--- config.mk ---
export PLATFORM = sky130hd
export DESIGN_NAME = instr_fetch_flat
export DESIGN_NICKNAME = d
export VERILOG_FILES = /design/src/rtl/instr_fetch_if.sv /design/src/rtl/instr_fetch.sv /design/src/flat_wrapper.sv
export SDC_FILE = /design/constraint.sdc
export NUM_CORES = 1
export LEC_CHECK = 0
export ABC_AREA = 1
export BUFFER_PORTS_ARGS = -buffer_cell sky130_fd_sc_hd__buf_2
export CAP_MARGIN = 15
export CORE_MARGIN = 3
export CORE_UTILIZATION = 35
export CTS_CLUSTER_DIAMETER = 100
export DETAILED_ROUTE_END_ITERATION = 8
export GPL_TIMING_DRIVEN = 1
export PLACE_DENSITY = 0.59
export SLEW_MARGIN = 20
export SYNTH_ARGS = -nofsm -noshare
export SYNTH_HDL_FRONTEND = slang
export SYNTH_SLANG_ARGS = --single-unit
--- constraint.sdc ---
create_clock -name clk -period 7.5 [get_ports clk]
set_input_delay 0.75 -clock clk [delete_from_list [all_inputs] [get_ports clk]]
set_output_delay 0.75 -clock clk [all_outputs]
set_load 0.01 [all_outputs]
--- src/rtl/instr_fetch_if.sv ---
`default_nettype none
// ============================================================================
//  Module      : instr_fetch_if
//  Description : Bus bundle for the instruction fetch unit. Groups the
//                instruction-memory request/response channel, the redirect
//                input from the control path and the decoded-instruction
//                valid/ready output channel.
//  Modports    : master - fetch unit view (drives requests and instructions)
//                slave  - environment view (memory, control path, decoder)
//  Signals     : imem_req_valid/ready/addr  request channel
//                imem_rsp_valid/data        in-order response channel
//                redirect_valid/pc          PC change request
//                instr_valid/ready/data/pc  instruction output channel
//  Revision    : 1.0 - initial release
// ============================================================================
interface instr_fetch_if;
  logic        imem_req_valid;
  logic        imem_req_ready;
  logic [31:0] imem_req_addr;
  logic        imem_rsp_valid;
  logic [31:0] imem_rsp_data;
  logic        redirect_valid;
  logic [31:0] redirect_pc;
  logic        instr_valid;
  logic        instr_ready;
  logic [31:0] instr_data;
  logic [31:0] instr_pc;

  modport master (
    output imem_req_valid, imem_req_addr, instr_valid, instr_data, instr_pc,
    input  imem_req_ready, imem_rsp_valid, imem_rsp_data,
           redirect_valid, redirect_pc, instr_ready
  );

  modport slave (
    input  imem_req_valid, imem_req_addr, instr_valid, instr_data, instr_pc,
    output imem_req_ready, imem_rsp_valid, imem_rsp_data,
           redirect_valid, redirect_pc, instr_ready
  );
endinterface
`default_nettype wire

--- src/rtl/instr_fetch.sv ---
`default_nettype none
// ============================================================================
//  Module      : instr_fetch
//  Description : Front-end fetch unit. Holds the fetch PC, issues in-order
//                word requests to instruction memory under a credit limit,
//                buffers returned words with their PCs and presents them to
//                the decoder over valid/ready. A redirect flushes everything
//                buffered and marks in-flight responses as stale.
//  Ports       : clk   - clock, rising edge
//                reset - asynchronous active-high reset
//                bus   - instr_fetch_if.master (memory, redirect, decoder)
//  Parameters  : RESET_PC - first fetch address after reset
//                DEPTH    - buffer entries / max requests in flight (2..8,
//                           power of two)
//  Revision    : 1.0 - initial release
// ============================================================================
module instr_fetch #(
  parameter logic [31:0] RESET_PC = 32'h0000_0000,
  parameter int unsigned DEPTH    = 2
) (
  input logic           clk,
  input logic           reset,
  instr_fetch_if.master bus
);

  localparam int unsigned c_ptr_w = $clog2(DEPTH);
  localparam int unsigned c_cnt_w = c_ptr_w + 1;
  localparam int unsigned c_sum_w = c_cnt_w + 2;
  localparam logic [c_sum_w-1:0] c_depth   = c_sum_w'(DEPTH);
  localparam logic [c_cnt_w-1:0] c_cnt_one = c_cnt_w'(1);
  localparam logic [c_ptr_w-1:0] c_ptr_one = c_ptr_w'(1);

  // Architectural state
  logic [31:0]        r_fetch_pc;
  logic [c_cnt_w-1:0] r_live;    // requests whose responses will be kept
  logic [c_cnt_w-1:0] r_stale;   // requests whose responses will be dropped
  logic [c_cnt_w-1:0] r_count;   // buffered instructions

  // Instruction buffer and PC queue (circular, DEPTH is a power of two so
  // pointers wrap naturally)
  logic [31:0]        r_buf_data [DEPTH];
  logic [31:0]        r_buf_pc   [DEPTH];
  logic [31:0]        r_pcq      [DEPTH];
  logic [c_ptr_w-1:0] r_buf_rd, r_buf_wr;
  logic [c_ptr_w-1:0] r_pcq_rd, r_pcq_wr;

  logic [c_sum_w-1:0] w_used;
  logic [c_cnt_w-1:0] w_inflight;
  logic [c_cnt_w-1:0] w_rsp_one;
  logic               w_req_valid;
  logic               w_req_fire;
  logic               w_rsp_take;
  logic               w_rsp_drop;
  logic               w_push;
  logic               w_pop;
  logic               w_have;

  // Every issued request reserves a buffer slot until its instruction is
  // consumed (or its response is discarded), so the buffer can never overflow.
  assign w_used      = {2'b00, r_live} + {2'b00, r_stale} + {2'b00, r_count};
  assign w_inflight  = r_live + r_stale;
  assign w_req_valid = !reset && !bus.redirect_valid && (w_used < c_depth);
  assign w_req_fire  = w_req_valid && bus.imem_req_ready;

  // A response with nothing outstanding is spurious and ignored.
  assign w_rsp_take  = bus.imem_rsp_valid && (w_inflight != '0);
  assign w_rsp_drop  = w_rsp_take && (r_stale != '0);
  assign w_rsp_one   = {{(c_cnt_w-1){1'b0}}, w_rsp_take};
  assign w_push      = w_rsp_take && (r_stale == '0) && !bus.redirect_valid;
  assign w_have      = (r_count != '0);
  assign w_pop       = w_have && bus.instr_ready && !bus.redirect_valid;

  assign bus.imem_req_valid = w_req_valid;
  assign bus.imem_req_addr  = r_fetch_pc;
  assign bus.instr_valid    = w_have;
  assign bus.instr_data     = w_have ? r_buf_data[r_buf_rd] : 32'h0;
  assign bus.instr_pc       = w_have ? r_buf_pc[r_buf_rd]   : 32'h0;

  // Control state
  always_ff @(posedge clk or posedge reset) begin
    if (reset) begin
      r_fetch_pc <= RESET_PC;
      r_live     <= '0;
      r_stale    <= '0;
      r_count    <= '0;
      r_buf_rd   <= '0;
      r_buf_wr   <= '0;
      r_pcq_rd   <= '0;
      r_pcq_wr   <= '0;
    end else if (bus.redirect_valid) begin
      // Everything still in flight becomes stale, minus a response that
      // lands (and is dropped) in this very cycle.
      r_fetch_pc <= {bus.redirect_pc[31:2], 2'b00};
      r_stale    <= r_stale + r_live - w_rsp_one;
      r_live     <= '0;
      r_count    <= '0;
      r_buf_rd   <= '0;
      r_buf_wr   <= '0;
      r_pcq_rd   <= '0;
      r_pcq_wr   <= '0;
    end else begin
      if (w_req_fire) begin
        r_fetch_pc <= r_fetch_pc + 32'd4;
        r_pcq_wr   <= r_pcq_wr + c_ptr_one;
      end
      if (w_push) begin
        r_pcq_rd <= r_pcq_rd + c_ptr_one;
        r_buf_wr <= r_buf_wr + c_ptr_one;
      end
      if (w_pop) begin
        r_buf_rd <= r_buf_rd + c_ptr_one;
      end
      if (w_rsp_drop) begin
        r_stale <= r_stale - c_cnt_one;
      end
      case ({w_req_fire, w_push})
        2'b10:   r_live <= r_live + c_cnt_one;
        2'b01:   r_live <= r_live - c_cnt_one;
        default: r_live <= r_live;
      endcase
      case ({w_push, w_pop})
        2'b10:   r_count <= r_count + c_cnt_one;
        2'b01:   r_count <= r_count - c_cnt_one;
        default: r_count <= r_count;
      endcase
    end
  end

  // Storage needs no reset: contents are only observed through the counters.
  always_ff @(posedge clk) begin
    if (w_req_fire) begin
      r_pcq[r_pcq_wr] <= r_fetch_pc;
    end
    if (w_push) begin
      r_buf_data[r_buf_wr] <= bus.imem_rsp_data;
      r_buf_pc[r_buf_wr]   <= r_pcq[r_pcq_rd];
    end
  end

endmodule
`default_nettype wire

--- src/flat_wrapper.sv ---
// flat-port wrapper written by rule: the top's interface ports become plain ports
module instr_fetch_flat 
#(
  parameter logic [31:0] RESET_PC = 32'h0000_0000,
  parameter int unsigned DEPTH    = 2
)
  (clk, reset, bus_imem_req_valid, bus_imem_req_addr, bus_instr_valid, bus_instr_data, bus_instr_pc, bus_imem_req_ready, bus_imem_rsp_valid, bus_imem_rsp_data, bus_redirect_valid, bus_redirect_pc, bus_instr_ready);
  instr_fetch_if bus_i ();
  input logic clk;
  input logic reset;
  output wire logic [$bits(bus_i.imem_req_valid)-1:0] bus_imem_req_valid;
  output wire logic [$bits(bus_i.imem_req_addr)-1:0] bus_imem_req_addr;
  output wire logic [$bits(bus_i.instr_valid)-1:0] bus_instr_valid;
  output wire logic [$bits(bus_i.instr_data)-1:0] bus_instr_data;
  output wire logic [$bits(bus_i.instr_pc)-1:0] bus_instr_pc;
  input wire logic [$bits(bus_i.imem_req_ready)-1:0] bus_imem_req_ready;
  input wire logic [$bits(bus_i.imem_rsp_valid)-1:0] bus_imem_rsp_valid;
  input wire logic [$bits(bus_i.imem_rsp_data)-1:0] bus_imem_rsp_data;
  input wire logic [$bits(bus_i.redirect_valid)-1:0] bus_redirect_valid;
  input wire logic [$bits(bus_i.redirect_pc)-1:0] bus_redirect_pc;
  input wire logic [$bits(bus_i.instr_ready)-1:0] bus_instr_ready;
  assign bus_imem_req_valid = bus_i.imem_req_valid;
  assign bus_imem_req_addr = bus_i.imem_req_addr;
  assign bus_instr_valid = bus_i.instr_valid;
  assign bus_instr_data = bus_i.instr_data;
  assign bus_instr_pc = bus_i.instr_pc;
  assign bus_i.imem_req_ready = bus_imem_req_ready;
  assign bus_i.imem_rsp_valid = bus_imem_rsp_valid;
  assign bus_i.imem_rsp_data = bus_imem_rsp_data;
  assign bus_i.redirect_valid = bus_redirect_valid;
  assign bus_i.redirect_pc = bus_redirect_pc;
  assign bus_i.instr_ready = bus_instr_ready;
  instr_fetch #(.RESET_PC(RESET_PC), .DEPTH(DEPTH)) u_core (.clk(clk), .reset(reset), .bus(bus_i));
endmodule
### After elaboration in Yosys (flattened, before gate mapping)

Memory sizes are Yosys's and may differ from the RTL's.
Cells that the tools add are included.
Widths: inputs -> output; s select.

| word-level totals | value |
|---|---|
| memories kept | 3 |
| bits in registers | 42 |
| output and inout port bits | 98 |
| memory bits (writable) | 192 |

Memories:

| name | words | bits a word | read ports | clocked after memory_dff | wr ports | RTL line | RTL |
|---|---|---|---|---|---|---|---|
| u_core.r_buf_data | 2 | 32 | 1 | 0 | 1 | instr_fetch.sv:41 | `logic [31:0] r_buf_data [DEPTH];` |
| u_core.r_buf_pc | 2 | 32 | 1 | 0 | 1 | instr_fetch.sv:42 | `logic [31:0] r_buf_pc [DEPTH];` |
| u_core.r_pcq | 2 | 32 | 1 | 0 | 1 | instr_fetch.sv:43 | `logic [31:0] r_pcq [DEPTH];` |

| operators by class | value |
|---|---|
| equality and inequality tests | 4 |
| $lt $le $gt $ge | 1 |
| muxes and demuxes | 22 |
| reduce and logical (&&, ||, !) cells | 21 |
| add/subtract/negate cells | 14 |

Operator list:

| operator | count |
|---|---|
| $mux 32 | 4 |
| $add 32x3->32 const B | 1 |
| $reduce_bool 2->1 | 7 |
| $mux 1 | 12 |
| $logic_and 1x1->1 | 9 |
| $mux 2 | 4 |
| $pmux 2 s2 | 2 |
| $reduce_bool 3->1 | 2 |
| $sub 2x1->2 const B | 3 |
| $add 1x1->1 const B | 4 |
| $add 2x1->2 const B | 2 |
| $add 4x2->4 | 1 |
| $eq 2x1->1 const B | 2 |
| $eq 2x2->1 const B | 2 |
| $lt 4x2->1 const B | 1 |
| $add 2x2->3 | 1 |
| $add 2x2->2 | 1 |
| $logic_not 1->1 | 2 |
| $logic_not 2->1 | 1 |
| $sub 2x1->2 | 1 |

### Depth between registers and ports, before layout

Gate-level depths: netlist of the first run.

| logic depth | value |
|---|---|
| depth after elaboration | 8 |
| depth in mapped cells | 14 |
| gate-level depth less buffers | 14 |

### Least setup slack after synthesis of the first run

Ideal clock, no wire load.

| timing | value |
|---|---|
| kind | register -> register |
| start point | register u_core.r_live[0] |
| end point | memory u_core.r_buf_data[0][0] (enable) |
| cell stages (with the launch flop) | 7 |
| slack | 3.015 ns |
| required time | 7.016 ns |
| arrival time | 4.002 ns |
| period minus slack after synthesis | 4.485 ns |
| path buffers | 0 |
| cell sequence | dfrtp_1 -> ha_1 -> inv_1 -> fa_1 -> nand2_1 -> nand4_2 -> nor2_1 |

| on the way | value |
|---|---|
| cells in the longest elaborated chain, start to end | 7 |

Ends and longest elaborated chain:

| element | RTL line | RTL |
|---|---|---|
| start, declared | instr_fetch.sv:35 | `logic [c_cnt_w-1:0] r_live;` |
| start signal, assigned | instr_fetch.sv:117 | `2'b10: r_live <= r_live + c_cnt_one;` |
| start signal, assigned | instr_fetch.sv:118 | `2'b01: r_live <= r_live - c_cnt_one;` |
| start signal, assigned | instr_fetch.sv:119 | `default: r_live <= r_live;` |
| $add 2x2->2 | instr_fetch.sv:61 | `assign w_inflight = r_live + r_stale;` |
| $reduce_bool 2->1 | instr_fetch.sv:66 | `assign w_rsp_take = bus.imem_rsp_valid && (w_inflight != '0);` |
| $logic_and 1x1->1 | instr_fetch.sv:66 |  |
| $logic_and 1x1->1 (2 in a row) | instr_fetch.sv:69 | `assign w_push = w_rsp_take && (r_stale == '0) && !bus.redirect_valid;` |
| $mux 1 | instr_fetch.sv:134 | `if (w_push) begin` |
| $mux 1 (not written as such) | instr_fetch.sv:135 | `r_buf_data[r_buf_wr] <= bus.imem_rsp_data;` |
| end, declared | instr_fetch.sv:41 |  |

Every way passes these cells.

### Worst setup path after layout of the first run

| timing | value |
|---|---|
| start point | register u_core.r_buf_rd |
| end point | output bus_instr_pc[31] |

| on the way | value |
|---|---|
| cells in the longest elaborated chain, start to end | 2 |

Ends and longest elaborated chain:

| element | RTL line | RTL |
|---|---|---|
| start, declared | instr_fetch.sv:44 | `logic [c_ptr_w-1:0] r_buf_rd, r_buf_wr;` |
| start signal, assigned | instr_fetch.sv:111 | `r_buf_rd <= r_buf_rd + c_ptr_one;` |
| $mem_v2 2x32 | n/a |  |
| $mux 32 | instr_fetch.sv:77 | `assign bus.instr_pc = w_have ? r_buf_pc[r_buf_rd] : 32'h0;` |
| end, declared | flat_wrapper.sv:15 | `output wire logic [$bits(bus_i.instr_pc)-1:0] bus_instr_pc;` |

Every way passes these cells.

==> results of run 1 <==
[logic make-up after synthesis]
logic type | synth area share, %
simple gates | 17.5
flops | 66.6
compound gates | 5.85
buf+inv | 4.66
mux | 3.45
xor+xnor | 0.894
fa+ha+maj | 1.05
other cells | 0.0383
[registers in the layout (all words and copies together) (netlist names)]
signal,flops
u_core.r_count,2
u_core.r_stale,2
u_core.r_pcq_wr,1
u_core.r_pcq_rd,1
u_core.r_buf_pc,60
u_core.bus.imem_req_addr,30
u_core.r_buf_rd,1
u_core.r_live,2
u_core.r_buf_wr,1
u_core.r_buf_data,64
u_core.r_pcq,60
[per-layer routing]
| layer | vias to the layer above | track usage [%] | wire, um |
|---|---|---|---|
| met5 | - | 0 | 13 |
| met4 | 2 | 3.55 | 322 |
| met3 | 28 | 2.54 | 1220 |
| met2 | 165 | 24.8 | 11000 |
| met1 | 3151 | 19.9 | 10200 |
| li1 | 3321 | - | - |
[through the flow]
stage | hold WS (ns) | instances | total power (uW) | worst slack (ns) | util, %
2_1_floorplan | 0.516 | 887 | 2440 | 3.01 | -
3_3_place_gp | 0.486 | 1390 | 2890 | 4.31 | 40.2
3_5_place_dp | 0.493 | 1390 | 2910 | 4.28 | 40.2
4_1_cts | 0.406 | 1434 | 4060 | 3.73 | 43.0
5_1_grt | 0.412 | 1434 | 4250 | 3.64 | 43.0
6_report | 0.409 | 1434 | 4000 | 3.87 | 43.0
[power groups by stage]
stage                     logic (uW)  clock network (uW)  registers (uW)
after floorplan                  750                   0            1690
after global placement          1170                   0            1720
after detailed placement        1190                   0            1720
after CTS                       1190                1170            1700
after global routing            1310                1220            1720
final                           1170                1130            1700
[critical path, cell delays in order, from the launching register on]
cell	delay [ns]
dfrtp_2	0.38
buf_4	0.34
inv_2	0.64
buf_4	0.45
nand2_1	0.09
a21oi_1	0.22
buf_2	0.18
[cells in the mapped netlist, drive strengths merged]
| master | n |
|---|---|
| edfxtp | 184 |
| clkinv | 1 |
| nand3 | 39 |
| inv | 65 |
| fa | 2 |
| nor4 | 1 |
| o21bai | 2 |
| clkbuf | 23 |
| nor3b | 1 |
| nand4 | 8 |
| ha | 5 |
| xor2 | 7 |
| conb | 1 |
| nand2 | 294 |
| nand3b | 1 |
| or2 | 1 |
| buf | 16 |
| o21ai | 27 |
| xnor2 | 3 |
| a21oi | 69 |
| o211ai | 9 |
| dfrtp | 40 |
| nor2 | 44 |
| nor3 | 10 |
| a31oi | 1 |
| mux2 | 30 |
[area by class of cell]
| type | instances | area [sq um] |
|---|---|---|
| Fill cell | 2605 | 15500 |
| Sequential cell | 224 | 6530 |
| Multi-Input combinational cell | 558 | 2850 |
| Timing Repair Buffer | 170 | 873 |
| Clock buffer | 30 | 644 |
| Tap cell | 372 | 465 |
| Inverter | 66 | 248 |
| Clock inverter | 14 | 121 |
[worst min-delay path by stage]
stage                            startpoint                            endpoint
2_1_floorplan  u_core.r_live[1]$_DFFE_PP0P_        u_core.r_live[1]$_DFFE_PP0P_
3_3_place_gp    u_core.r_pcq_rd$_DFFE_PP0P_         u_core.r_pcq_rd$_DFFE_PP0P_
3_5_place_dp    u_core.r_pcq_rd$_DFFE_PP0P_         u_core.r_pcq_rd$_DFFE_PP0P_
4_1_cts               bus_imem_rsp_data[29]  u_core.r_buf_data[0][29]$_DFFE_PP_
5_1_grt               bus_imem_rsp_data[29]  u_core.r_buf_data[1][29]$_DFFE_PP_
6_report                              reset       u_core.r_count[0]$_DFFE_PP0P_
==> run_results.csv, run 1 <==
group,metric,value,unit
sta,rsz0062_at_grt,"no",
synthesis,ys_seq_area_share,66.6,%
global_routing,grt-ovfl-total,0,
synthesis,synth_seq_cells,224,
sta,fin_crit_sh,48.4,%
setup_path,reg2reg_slack,4.43,ns
die,placementRows,60,
setup_path,cp-startpoint,"u_core.r_buf_rd$_DFFE_PP0P_",
place,io_buffer_count,161,
setup_path,path_class,"reg2out",
sta,timing.fmax,276,MHz
cts,cts_num_sinks,224,
outcome,outcome,"completed",
drt,via_count,6667,
setup_path,reg2regPathDepth,10,
place,dpl_cell_area,0.0110,sq mm
global_routing,grt_pass1_wl,35.6,mm
power_and_ir_drop,pwr_density_cell,341,mW/mm^2
sta,hold_violations,0,
cts,clockBufferDepth,3,
drt,detailedRoute.firstPassIterationCount,5,
global_routing,grt_max_degree,64,
cts,htreeDepth,1,
cells_and_area,n_antenna_cell,0,
drt,drc,0,
power_and_ir_drop,power_frac_comb,29.2,%
cells_and_area,fin_nets,1122,
cells_and_area,final_common_cell,"nand2_1",
setup_path,worstReg2RegEnd,"u_core.r_pcq[1][25]$_DFFE_PP_",
power_and_ir_drop,pwr-share-clk,28.4,%
global_routing,grt_antenna_before_repair,1,
cts,post_cts_buffers,0,
power_and_ir_drop,leakagePower,0.00467,uW
cts,clock_latency,0.51,ns
drt,drtIter0Drc,443,
setup_path,cp-end-kind,"primary output",
synthesis,yosysUniqueCellTypes,40,
power_and_ir_drop,seqPwrFrac,42.5,%
synthesis,yosysWarnings,0,
synthesis,netlist_instances,884,
setup_path,r2r_start,"u_core.r_live[0]$_DFFE_PP0P_",
die,die_w,173,um
job,drv_cap,0,
power_and_ir_drop,p_int,2640,uW
cts,path_clk_slew,0.06,ns
synthesis,yosys.area.top_type,"edfxtp_1",
setup_path,cp-start-kind,"register",
drt,postRouteWirelength,22.7,mm
power_and_ir_drop,p_switching,1350,uW
sta,clock_skew,0.00763,ns
cts,hold_buffers,0,
synthesis,synth_top_area_share,56.4,%
setup_path,required,6.75,ns
sta,fin_crit,3.63,ns
synthesis,synth_area,0.00980,sq mm
sta,setup_viol,0,
synthesis,ys_top_cells_by_area,"edfxtp_1 56%, nand2_1 11%, dfrtp_1 10%, a21oi_1 3.5%, mux2_2 3.4%",
cells_and_area,area_delta_synth_final,19.6,%
place,place.gp.congestion,0.838,
cells_and_area,drive_gt1_share,25.3,%
setup_path,cp_max_fo,63,
cts,cts_tree,"done",
drt,ant_nets,0,
cells_and_area,fin_area,0.0117,sq mm
place,dp_hpwl,14.9,mm
power_and_ir_drop,ir_drop,154,uV
sta,slew_headroom,41.7,%
setup_path,arrival,2.88,ns
die,core_region_area,0.0273,sq mm
global_routing,track_usage,14.7,%
sta,tightest_slew,0.874,ns
synthesis,avgSynthCellArea,11.1,sq um
cts,numCtsBuffers,25,
die,die_h,173,um
global_routing,grt_pass1_vias,6477,
sta,slew_violations,0,
cts,cts-root-buf,"clkbuf_16",
hold_path,hp-class,"in2async",
die,io_pins,168,
die,initial_core_util,36.0,%
setup_path,crit_end,"bus_instr_pc[31]",
die,dieArea,0.0301,sq mm
sta,setup_tns,0,ns
drt,via_per_inst,4.65,
power_and_ir_drop,sw_frac_of_total,33.9,%
cts,ctsResizeCount,0,
drt,routedWlPerCell,15.8,um
cells_and_area,final_cell_mix,"290 x nand2_1, 184 x edfxtp_1, 161 x buf_2",
Power figures use the tool's default switching activity.
==> run 2: changes to the inputs <==
ABC_AREA = 0   (was 1)
clock period = 3.6 ns   (was 7.5 ns; I/O delays follow)
==> run_results.csv, run 2 <==
group,metric,value,unit
global_routing,track_usage,14.6,%
synthesis,async_reset_ff_share,17.9,%
setup_path,reg2reg_slack,0.47,ns
cells_and_area,largest_register,"u_core.r_buf_data",
sta,timing.fmax,311,MHz
synthesis,yosysWarnings,0,
cells_and_area,regArea,0.00653,sq mm
job,drv_cap,0,
cts,cts_tree,"done",
die,core_region_area,0.0261,sq mm
synthesis,yosys.area.top_type,"edfxtp_1",
power_and_ir_drop,pwr_density_cell,631,mW/mm^2
cts,clockBufferDepth,3,
cells_and_area,fin_nets,902,
cells_and_area,multiInputGateArea,0.00268,sq mm
synthesis,yosysUniqueCellTypes,55,
power_and_ir_drop,p_switching,2040,uW
synthesis,synth-xor-area-share,1.40,%
place,dpl_cell_area,0.0107,sq mm
die,placementRows,59,
hold_path,hold_start,"bus_imem_rsp_data[28]",
power_and_ir_drop,leakagePower,0.00426,uW
synthesis,synth_top_area_share,59.1,%
sta,fin_crit_sh,89.5,%
die,io_pins,168,
cts,ctsResizeCount,0,
synthesis,ys_top_cells_by_count,"184 x edfxtp_1, 82 x nor2_1, 65 x mux2i_1, 40 x dfrtp_1",
setup_path,cp_cell_sequence,"ha_2, inv_2, fa_2, inv_2, ha_1, nand3_1, a21oi_4, nor2_1, buf_2",
power_and_ir_drop,ir_drop,316,uV
cts,post_cts_buffers,0,
drt,via_per_inst,4.94,
sta,slew_headroom,35.0,%
drt,detailedRoute.firstPassIterationCount,4,
cts,numCtsBuffers,25,
cells_and_area,biggestRegsByFlops,"u_core.r_buf_data: 64 flops, u_core.r_buf_pc: 60 flops, u_core.r_pcq: 60 flops",
cells_and_area,fillers,2444,
global_routing,grt_max_degree,63,
cells_and_area,final_core_util,43.7,%
cts,clock_latency,0.51,ns
setup_path,cp_num_buf_inv,3,
setup_path,required,3.24,ns
setup_path,cp-end-kind,"primary output",
synthesis,synthAdderAreaFrac,1.10,%
cts,hold_buffers,0,
setup_path,path_class,"reg2out",
synthesis,synth_seq_cells,224,
synthesis,avgSynthCellArea,14.5,sq um
synthesis,synth_compound_area_share,4.60,%
synthesis,synth_area,0.00935,sq mm
cts,cts-root-buf,"clkbuf_16",
hold_path,hp-class,"in2reg",
die,dieArea,0.0287,sq mm
synthesis,synth_top_family_by_area,"multiplexers",
cells_and_area,final_cell_mix,"184 x edfxtp_1, 161 x buf_2, 80 x nor2_1",
setup_path,cp_max_fo,10,
synthesis,synthMuxAreaShare,10.9,%
sta,slew_violations,0,
cells_and_area,final_common_cell,"edfxtp_1",
die,initial_core_util,35.8,%
sta,fin_crit,3.22,ns
cells_and_area,largest_reg_flops,64,
sta,setup_tns,0,ns
global_routing,grt_antenna_before_repair,0,
die,die_w,169,um
cts,htreeDepth,1,
cells_and_area,fin_area,0.0114,sq mm
drt,drtIter0Drc,364,
cts,cts_num_sinks,224,
sta,setup_viol,0,
power_and_ir_drop,power_frac_comb,20.3,%
power_and_ir_drop,seqPwrFrac,46.9,%
setup_path,crit_top_cell,"inv_2",
setup_path,worst_path_largest_cell_delay,0.59,ns
setup_path,arrival,2.86,ns
synthesis,synth-main-ff-cell,"edfxtp_1",
cells_and_area,drive_gt1_share,31.5,%
outcome,outcome,"completed",
synthesis,netlist_instances,646,
global_routing,grt-ovfl-total,0,
place,pre_cts_ws,0.490,ns
hold_path,holdPathStages,1,
sta,tightest_slew,0.974,ns
power_and_ir_drop,sw_frac_of_total,28.3,%
synthesis,ys_seq_area_share,69.8,%
setup_path,r2r_start,"u_core.r_live[0]$_DFFE_PP0P_",
drt,postRouteWirelength,21.3,mm
power_and_ir_drop,p_int,5170,uW
sta,rsz0062_at_grt,"no",
setup_path,worstReg2RegEnd,"u_core.r_pcq[0][24]$_DFFE_PP_",
drt,routedWlPerCell,18.1,um
hold_path,worstHoldEndpoint,"u_core.r_buf_data[1][28]$_DFFE_PP_",
die,die_h,169,um
setup_path,cp-start-kind,"register",
synthesis,synth-simple-area-share,10.0,%
power_and_ir_drop,pwr-share-clk,32.8,%
setup_path,slowest_stage,"fa_2",
synthesis,yosysMostFrequentCell,"edfxtp_1",
sta,clock_skew,0.0114,ns
sta,hold_violations,0,
cells_and_area,area_delta_synth_final,22.2,%
cells_and_area,n_antenna_cell,0,
sta,fin_ws,0.380,ns
global_routing,grt_pass1_vias,5833,
place,place.gp.congestion,0.790,
drt,ant_nets,0,
drt,drc,0,
cts,path_clk_slew,0.06,ns
place,dp_hpwl,14.1,mm
global_routing,grt_pass1_wl,33.2,mm
setup_path,reg2regPathDepth,10,
synthesis,ys_top_cells_by_area,"edfxtp_1 59%, dfrtp_1 11%, mux2i_1 7.0%, mux2_2 3.9%, nor2_1 3.3%",
place,io_buffer_count,161,
setup_path,crit_family,"adder cells",
synthesis,synth_edf_count,184,
drt,via_count,5827,
[run 2: metrics by stage]
stage | cells | power (uW) | hold WS (ns)
CTS | 1179 | 7330 | 0.00165
global placement | 1133 | 4900 | 0.538
finish | 1179 | 7210 | 0.0323
floorplan | 649 | 4360 | 0.459
global route | 1179 | 7600 | 0.00341
detailed placement | 1133 | 4940 | 0.541
[run 2: power groups by stage]
stage / combinational [uW] / clock (uW) / sequential [uW]
2_1_floorplan: 998 / 0 / 3360
3_3_place_gp: 1480 / 0 / 3420
3_5_place_dp: 1500 / 0 / 3440
4_1_cts: 1500 / 2440 / 3380
5_1_grt: 1640 / 2550 / 3420
6_report: 1470 / 2360 / 3380
[run 2: logic make-up (layout without fill, tap and decap cells)]
| family | count (synthesis) | after routing |
|---|---|---|
| simple gates | 192 | 192 |
| buf+inv | 48 | 243 |
| flops | 224 | 224 |
| xor+xnor | 15 | 15 |
| fa+ha+maj | 7 | 7 |
| compound gates | 61 | 61 |
| other cells | 1 | 4 |
| mux | 98 | 98 |
[run 2: final cells by class]
class | instances | share of cell area [%]
timing repair buffer | 181 | 8.47
inverter | 16 | 0.526
tap | 335 | 3.67
sequential | 224 | 57.1
clock inverter | 5 | 0.263
clock buffer | 41 | 6.45
multi-input combinational | 377 | 23.5
[run 2: worst max path at each step]
stage,slack [ns],depth (start not counted),start,to
final,0.38,9,u_core.r_live[0]$_DFFE_PP0P_,bus_imem_req_valid
after global routing,0.24,9,u_core.r_live[0]$_DFFE_PP0P_,bus_imem_req_valid
after CTS,0.36,9,u_core.r_live[0]$_DFFE_PP0P_,bus_imem_req_valid
after detailed placement,0.49,10,u_core.r_live[0]$_DFFE_PP0P_,u_core.r_pcq[0][26]$_DFFE_PP_
after global placement,0.52,10,u_core.r_live[0]$_DFFE_PP0P_,u_core.r_pcq[0][26]$_DFFE_PP_
after floorplan,-0.07,6,u_core.r_live[0]$_DFFE_PP0P_,u_core.r_buf_data[1][0]$_DFFE_PP_
[run 2: worst reg2reg max path: cells and delay by family (launching register included)]
kind                       cells  cell delay, ns
DFF                            1            0.43
AOI/OAI and AO/OA              1            0.29
buffers and inverters          3            0.54
adders and majority gates      3            1.11
and+or+nand+nor                3            0.43
[run 2: per-layer routing]
metal / vias to the layer above / track usage [%] / wire length, um
li1: 2782 / - / -
met1: 2861 / 19.4 / 9360
met2: 156 / 25.2 / 10600
met3: 28 / 2.40 / 1000
met4: 0 / 3.56 / 316
met5: - / 0 / 0
==> run 3: changes to the inputs <==
RECOVER_POWER = 50   (was not set)
==> run_results.csv, run 3 (synthesis gave the netlist of run 2 again) <==
group,metric,value,unit
cells_and_area,fin_area,0.0113,sq mm
job,drv_cap,0,
cts,cts-root-buf,"clkbuf_16",
power_and_ir_drop,seqPwrFrac,47.3,%
drt,routedWlPerCell,18.1,um
cts,hold_buffers,0,
setup_path,required,3.24,ns
cells_and_area,drive_gt1_share,22.9,%
sta,rsz0062_at_grt,"no",
die,initial_core_util,35.8,%
die,die_h,169,um
cts,cts_tree,"done",
power_and_ir_drop,pwr_density_cell,631,mW/mm^2
setup_path,path_class,"reg2out",
cts,clockBufferDepth,3,
drt,via_per_inst,4.94,
drt,drtIter0Drc,345,
place,place.gp.congestion,0.790,
setup_path,worst_path_largest_cell_delay,0.61,ns
setup_path,cp-startpoint,"u_core.r_live[0]$_DFFE_PP0P_",
cts,numCtsBuffers,25,
cells_and_area,largest_register,"u_core.r_buf_data",
drt,postRouteWirelength,21.3,mm
sta,clock_skew,0.0135,ns
cells_and_area,n_antenna_cell,0,
place,dp_hpwl,14.1,mm
sta,fin_crit_sh,90.5,%
cells_and_area,area_delta_synth_final,21.1,%
drt,via_count,5824,
sta,fin_crit,3.26,ns
power_and_ir_drop,sw_frac_of_total,28.4,%
cts,ctsResizeCount,0,
global_routing,track_usage,14.6,%
die,die_w,169,um
place,dpl_cell_area,0.0107,sq mm
cells_and_area,biggestRegsByFlops,"u_core.r_buf_data: 64 flops, u_core.r_buf_pc: 60 flops, u_core.r_pcq: 60 flops",
sta,setup_viol,0,
setup_path,r2r_start,"u_core.r_live[0]$_DFFE_PP0P_",
sta,slew_headroom,19.2,%
global_routing,grt_antenna_before_repair,0,
hold_path,hp-class,"in2reg",
sta,hold_violations,0,
sta,timing.fmax,307,MHz
power_and_ir_drop,p_int,5120,uW
cts,cts_num_sinks,224,
outcome,outcome,"completed",
power_and_ir_drop,ir_drop,311,uV
die,placementRows,59,
global_routing,grt-ovfl-total,0,
setup_path,cp-end-kind,"primary output",
cells_and_area,largest_reg_flops,64,
cts,post_cts_buffers,0,
global_routing,grt_pass1_wl,33.2,mm
cells_and_area,fin_nets,902,
sta,slew_violations,0,
hold_path,hold_start,"bus_imem_rsp_data[19]",
sta,tightest_slew,1.21,ns
drt,drc,0,
power_and_ir_drop,leakagePower,0.00411,uW
die,io_pins,168,
place,io_buffer_count,161,
cts,htreeDepth,1,
drt,ant_nets,0,
cells_and_area,final_common_cell,"edfxtp_1",
cts,path_clk_slew,0.06,ns
die,core_region_area,0.0261,sq mm
setup_path,cp-start-kind,"register",
setup_path,cp_cell_sequence,"ha_1, inv_1, fa_1, inv_1, ha_1, nand3_1, a21oi_4, nor2_1, buf_2",
sta,fin_ws,0.344,ns
power_and_ir_drop,power,7150,uW
die,dieArea,0.0287,sq mm
sta,whs,0.0304,ns
setup_path,arrival,2.90,ns
global_routing,grt_pass1_vias,5833,
cells_and_area,final_cell_mix,"184 x edfxtp_1, 115 x buf_2, 80 x nor2_1",
power_and_ir_drop,power_frac_comb,19.6,%
power_and_ir_drop,pwr-share-clk,33.1,%
power_and_ir_drop,p_switching,2030,uW
setup_path,slowest_stage,"fa_1",
drt,detailedRoute.firstPassIterationCount,4,
global_routing,grt_max_degree,63,
setup_path,crit_family,"adder cells",
setup_path,cp_num_buf_inv,3,
place,pre_cts_ws,0.490,ns
setup_path,cp_max_fo,10,
cts,clock_latency,0.51,ns
[run 3: cell count changes in the layout (fill, tap and decap cells not counted), sizes merged]
cell / before / now
buf: 181 / 131
clkbuf: 41 / 91
[run 3: through the flow]
stage	util (%)	TNS, ns	cells
finish	43.3	0	1179
global route	43.3	0	1179
CTS	43.7	0	1179
detailed placement	40.8	0	1133
global placement	40.8	0	1133
floorplan	-	-4.47	649
[run 3: power by group through the flow]
stage | Combinational, uW | Clock, uW | Sequential, uW
after floorplan | 998 | 0 | 3360
after global placement | 1480 | 0 | 3420
after detailed placement | 1500 | 0 | 3440
after CTS | 1500 | 2440 | 3380
after global routing | 1580 | 2550 | 3420
final | 1400 | 2370 | 3380
[run 3: metal layers]
| metal | wire length [um] | global-route usage [%] |
|---|---|---|
| met1 | 9230 | 19.4 |
| met2 | 10700 | 25.2 |
| met3 | 1050 | 2.40 |
| met4 | 334 | 3.56 |
| met5 | 0 | 0 |
[run 3: worst register-to-register path: cells and delay by family, from the launching register on]
family,cells,cell delay [ns]
buffers and inverters,3,0.57
adder cells (fa/ha/maj),3,1.11
AO/OA/AOI/OAI,1,0.30
AND/OR/NAND/NOR,3,0.44
flip-flops,1,0.43
[run 3: final cells by class]
cell class                 instances  area (sq um)
multi-input combinational        377          2660
tap                              335           419
timing repair buffer             181           895
sequential                       224          6530
clock buffer                      41           737
inverter                          16          60.1
clock inverter                     5          30.0
fill                            2475         14800
[run 3: path summary, 6_finish.rpt]
check	cells after the start	slack, ns	endpoint
worst max register to register	10	0.42	u_core.r_pcq[0][26]$_DFFE_PP_
worst max-delay path	9	0.34	bus_imem_req_valid
max in group asynchronous	3	1.99	u_core.r_buf_rd$_DFFE_PP0P_
worst min-delay path	1	0.03	u_core.r_buf_data[1][19]$_DFFE_PP_
min in group asynchronous	2	0.07	u_core.bus.imem_req_addr[2]$_DFFE_PP0P_
worst min register to register	0	0.55	u_core.r_pcq[1][20]$_DFFE_PP_
